<file path="config.mk">
export PLATFORM = sky130hd
export DESIGN_NAME = scroll_ctrl
export DESIGN_NICKNAME = d
export VERILOG_FILES = /design/src/rtl/scroll_ctrl.sv
export SDC_FILE = /design/constraint.sdc
export NUM_CORES = 1
export LEC_CHECK = 0
export ABC_AREA = 0
export BUFFER_PORTS_ARGS = -buffer_cell sky130_fd_sc_hd__buf_2
export CAP_MARGIN = 20
export CORE_AREA = 5 5 54 56
export CTS_BUF_LIST = sky130_fd_sc_hd__clkbuf_2 sky130_fd_sc_hd__clkbuf_4 sky130_fd_sc_hd__clkbuf_8
export DETAILED_ROUTE_END_ITERATION = 6
export DIE_AREA = 0 0 59 61
export PLACE_DENSITY = 0.82
export SETUP_SLACK_MARGIN = 0.5
export SLEW_MARGIN = 15
export SYNTH_ARGS = -nofsm -noshare
export SYNTH_HDL_FRONTEND = slang
export SYNTH_SLANG_ARGS = --single-unit
</file>
<file path="constraint.sdc">
create_clock -name clk -period 2.6 [get_ports clk]
set_clock_uncertainty 0.1 [all_clocks]
set_input_delay 0.13 -clock clk [delete_from_list [all_inputs] [get_ports clk]]
set_output_delay 0.13 -clock clk [all_outputs]
set_load 0.02 [all_outputs]
</file>
<file path="src/rtl/scroll_ctrl.sv">
// Ceiling-hit detector and per-frame scroll scheduler feeding the floor generator.
// Optional build macro SCROLL_RETRIGGER_EN lets a new ceiling hit restart a running episode.
module scroll_ctrl #(
  parameter logic [9:0] CEIL_Y  = 10'd40,
  parameter logic [8:0] GAP_MAX = 9'd320
) (
  input  logic       clk,
  input  logic       rst,
  input  logic       frame_tick,
  input  logic       freeze,
  input  logic [9:0] player_y,
  input  logic       player_rising,
  output logic       hit_ceiling,
  output logic [8:0] time_gap,
  output logic [9:0] scroll_dist,
  output logic       scroll_start
);

  typedef enum logic [1:0] {
    IDLE   = 2'b00,
    SCROLL = 2'b01
  } state_t;

  state_t     state, state_nxt;
  logic       at_ceil, at_ceil_q, trigger, update, step, retrig;
  logic [8:0] gap_nxt;
  logic       hit_nxt, start_nxt;
  logic [9:0] dist_nxt;

  assign update  = frame_tick && !freeze;
  assign at_ceil = (player_y <= CEIL_Y) && player_rising;
  assign trigger = at_ceil && !at_ceil_q;

`ifdef SCROLL_RETRIGGER_EN
  assign retrig = 1'b1;
`else
  assign retrig = 1'b0;
`endif

  // Step schedule mirrors the floor stage: the scroll slows down in four bands of 80 frames.
  always_comb begin
    // NOTE: every always_comb output gets a default first so no path can infer a latch.
    step = 1'b0;
    if (state == SCROLL) begin
      if (time_gap >= 9'd1 && time_gap < 9'd80)         step = 1'b1;
      else if (time_gap >= 9'd80  && time_gap < 9'd160) step = (time_gap[0]   == 1'b0);
      else if (time_gap >= 9'd160 && time_gap < 9'd240) step = (time_gap[1:0] == 2'b00);
      else if (time_gap >= 9'd240 && time_gap < 9'd320) step = (time_gap[2:0] == 3'b000);
    end
  end

  always_comb begin
    state_nxt = state;
    case (state)
      IDLE:    if (trigger) state_nxt = SCROLL;
      SCROLL:  if (time_gap >= GAP_MAX) state_nxt = IDLE;
      default: state_nxt = IDLE;
    endcase
  end

  // Episode end wins over a coincident trigger; the edge is consumed by at_ceil_q on the same tick.
  always_comb begin
    gap_nxt   = '0;
    hit_nxt   = 1'b0;
    start_nxt = 1'b0;
    dist_nxt  = (step && scroll_dist != 10'h3FF) ? scroll_dist + 10'd1 : scroll_dist;
    case (state)
      IDLE: begin
        if (trigger) begin
          gap_nxt   = 9'd1;
          hit_nxt   = 1'b1;
          start_nxt = 1'b1;
        end
      end
      SCROLL: begin
        if (time_gap >= GAP_MAX) begin
          gap_nxt = '0;
        end else if (trigger && retrig) begin
          gap_nxt   = 9'd1;
          hit_nxt   = 1'b1;
          start_nxt = 1'b1;
        end else begin
          gap_nxt = time_gap + 9'd1;
          hit_nxt = 1'b1;
        end
      end
      default: ;
    endcase
  end

  always_ff @(posedge clk) begin
    // NOTE: sequential state uses non-blocking assignments so every register samples pre-edge values.
    if (!rst) begin
      state        <= IDLE;
      hit_ceiling  <= 1'b0;
      time_gap     <= '0;
      scroll_dist  <= '0;
      scroll_start <= 1'b0;
      at_ceil_q    <= 1'b0;
    end else if (update) begin
      state        <= state_nxt;
      hit_ceiling  <= hit_nxt;
      time_gap     <= gap_nxt;
      scroll_dist  <= dist_nxt;
      scroll_start <= start_nxt;
      at_ceil_q    <= at_ceil;
    end else begin
      scroll_start <= 1'b0;
    end
  end

endmodule

</file>
==> impl_metrics.csv <==
group,metric,value,unit
finish,fill_cells,217,
yosys,yosys.area.top_type,"dfxtp_1",
clocking,cts.sinks,23,
yosys,synth_compound_area_frac,0.156,
clocking,cts_max_level,1,
power_and_ir_drop,power_density,381,nW/µm²
timing,rsz0062_at_grt,"no",
critical_path,r2r_cells,5,
critical_path,worst_path_max_delay_cell,"dfxtp_1",
yosys,synth_top_area_frac,0.364,
critical_path,crit_chain,"and3_4 > nor4b_4 > o311ai_4 > a2111oi_2 > mux2i_1",
timing,final.period_utilization,0.755,
floorplanning,ios,36,
critical_path,slowest_delay,0.41,ns
floorplanning,die_h,61,µm
job,drv_cap,0,
clocking,clk_pin_slew,0.12,ns
timing,relSlewSlack,0.604,
yosys,synth_edf_count,0,
power_and_ir_drop,pwr-share-clk,0.298,
critical_path,crit_type,"register to register",
critical_path,cp.depth,5,
finish,n_antenna_cell,0,
power_and_ir_drop,switching_share,0.223,
yosys,async_reset_ff_frac,0,
yosys,synthXorXnorAreaFrac,0.0416,
power_and_ir_drop,p_switching,128,µW
routing,wl_per_cell,14.0,µm
timing,finalSetupViolCount,0,
timing,hold_violations,0,
timing,period_minus_slack,1.96,ns
placement,hpwl,2.24,mm
routing,first_pass_iters,4,
yosys,yosys.area_share.simple,0.280,
routing,drcViolationCount,0,
power_and_ir_drop,power_frac_comb,0.077,
yosys,syn-instance-count,148,
power_and_ir_drop,p_seq_frac,0.625,
global_routing,grt_pass1_vias,1147,
clocking,post_cts_resized,0,
finish,multi_input_area,762,µm²
clocking,cts_buffer_depth,2,
yosys,synth.net_count,167,
routing,via_count,1220,
global_routing,grt_remaining_overflow,0,
global_routing,grt_pass1_wl,4.82,mm
clocking,clk_latency,0.31,ns
outcome,status,"finished, final reports clean",
routing,vias_per_cell,5.75,
clocking,cts_tree,"yes",
critical_path,cp-end-kind,"register",
routing,drt_iter0_drc,46,
clocking,root_buffer,"clkbuf_4",
hold_path,min_path_type,"input pin to register",
yosys,synth_top_family_by_area,"simple AND/OR/NAND/NOR gates",
yosys,ys_types,40,
power_and_ir_drop,p_leak,0.596,nW
critical_path,cp-start-kind,"register",
power_and_ir_drop,peakVddDrop,0.000284,V
finish,drive_above_1_share,0.269,
placement,place_area,1450,µm²
global_routing,grtUsageTotal,0.174,
timing,finalSetupTns,0,ns
yosys,synth_fa_ha_area_frac,0.0396,
yosys,synth.avg_cell_area,8.54,µm²
yosys,syn_area,1260,µm²
finish,seq_area,462,µm²
global_routing,antenna_found_initial,0,
power_and_ir_drop,p_int,444,µW
yosys,ys_seq_area_frac,0.364,
finish,synthToLayoutAreaGrowth,18.7,%
finish,final_cell_mix,"buf_2 (35), dfxtp_1 (22), nand2_1 (16)",
yosys,synth.area.top_cells,"dfxtp_1 (36%), mux2i_1 (6.3%), nand3_1 (5.5%)",
placement,place_congestion,0.785,
finish,layout_commonest_cell,"buf_2",
hold_path,hold_path_depth,4,
yosys,synth.area.mux_share,0.0723,
yosys,ys_seq_elements,23,
routing,final_antenna_net_count,0,
critical_path,critPathMaxFanout,12,
floorplanning,fp-row-count,18,
critical_path,worst-path-buf-inv,0,
global_routing,grt_max_degree,22,
critical_path,crit_arrival,2.10,ns
timing,drv_slew,0,
clocking,cts_made_buffers,3,
routing,drt-total-wl,2.96,mm
clocking,cts_post_setup_buffers_inserted,0,
floorplanning,start_util,0.529,
yosys,synth_flop_cell,"dfxtp_1",
finish,fin_nets,202,
critical_path,critical_path.top_delay_family,"compound AO/OA/AOI/OAI gates",
critical_path,r2r_slack,0.64,ns
clocking,hold_buffers,0,
floorplanning,dieArea,3600,µm²
timing,worst_slew_pin_slew,0.593,ns
yosys,synth_warnings,0,
floorplanning,die_w,59,µm
floorplanning,core_area,2390,µm²
finish,final_area,1500,µm²
critical_path,cp.required,2.74,ns
placement,io_buffers,35,
timing,fmax,510,MHz
-- worst paths after layout --
| path | start | endpoint |
|---|---|---|
| worst max-delay path | time_gap[6]$_SDFFE_PN0P_ | scroll_dist[9]$_SDFFE_PN0P_ |
| worst min-delay path | player_rising | at_ceil_q$_SDFFE_PN0P_ |
| worst max register to register | time_gap[6]$_SDFFE_PN0P_ | scroll_dist[9]$_SDFFE_PN0P_ |
| worst min register to register | scroll_dist[8]$_SDFFE_PN0P_ | scroll_dist[8]$_SDFFE_PN0P_ |
-- stage by stage --
step           total power [mW]  std cells  utilization  hold slack [ns]  setup slack [ns]
2_1_floorplan             0.390        148            -            0.186             0.752
3_3_place_gp              0.406        208        0.608            0.370             0.636
4_1_cts                   0.577        212        0.621           0.0968             0.506
6_report                  0.571        212        0.628            0.106             0.637
3_5_place_dp              0.408        208        0.608            0.406             0.522
5_1_grt                   0.599        212        0.628            0.104             0.538
-- state kept, by name, summed over array words and instances (netlist names) --
register and cells:
at_ceil_q 1, hit_ceiling 1, scroll_dist 10, scroll_start 1, state 1, time_gap 9
-- cell usage after synthesis (2+ instances only) --
cell       n
dfxtp_1   23
nand2_1   16
nand3_1   14
nor2_1    12
a21oi_1    8
mux2i_1    8
nand2b_1   8
inv_1      5
clkbuf_1   4
ha_1       4
o21ai_0    4
a31oi_1    3
and3_1     3
xnor2_1    3
xor2_1     3
and4_1     2
nor3_1     2
nor4_1     2
o21a_1     2
o22ai_1    2
-- tightest hold or removal path: stages --
cell and delay [ns]:
buf_2 0.10, nand3_1 0.07, mux2_2 0.15, nor2_1 0.04
-- area by class of cell --
cell class / count / area share
Timing Repair Buffer: 37 / 0.127
Clock buffer: 4 / 0.0200
Tap cell: 30 / 0.0250
Inverter: 5 / 0.0125
Sequential cell: 23 / 0.308
Multi-Input combinational cell: 113 / 0.508
-- power groups by stage --
stage | clock (mW) | sequential, mW | combinational (mW)
finish | 0.170 | 0.357 | 0.0438
global route | 0.191 | 0.358 | 0.0500
CTS | 0.177 | 0.357 | 0.0432
detailed placement | 0 | 0.365 | 0.0430
global placement | 0 | 0.365 | 0.0409
floorplan | 0 | 0.368 | 0.0220
-- per-layer routing --
layer	up-vias	routed length, µm	global-route usage
met5	-	0	0
met2	32	1550	0.331
li1	594	-	-
met1	590	1240	0.195
met4	0	38	0.0680
met3	4	132	0.0213
-- kinds of logic (layout without fill, tap and decap cells) --
| logic type | after synthesis | after routing |
|---|---|---|
| and+or+nand+nor | 66 | 66 |
| xor gates and xnor gates | 6 | 6 |
| DFF | 23 | 23 |
| buffers and inverters | 12 | 46 |
| adders and majority gates | 4 | 4 |
| AOI/OAI and AO/OA | 28 | 28 |
| muxes | 9 | 9 |
Note: power is estimated with default switching activity, not from simulation.
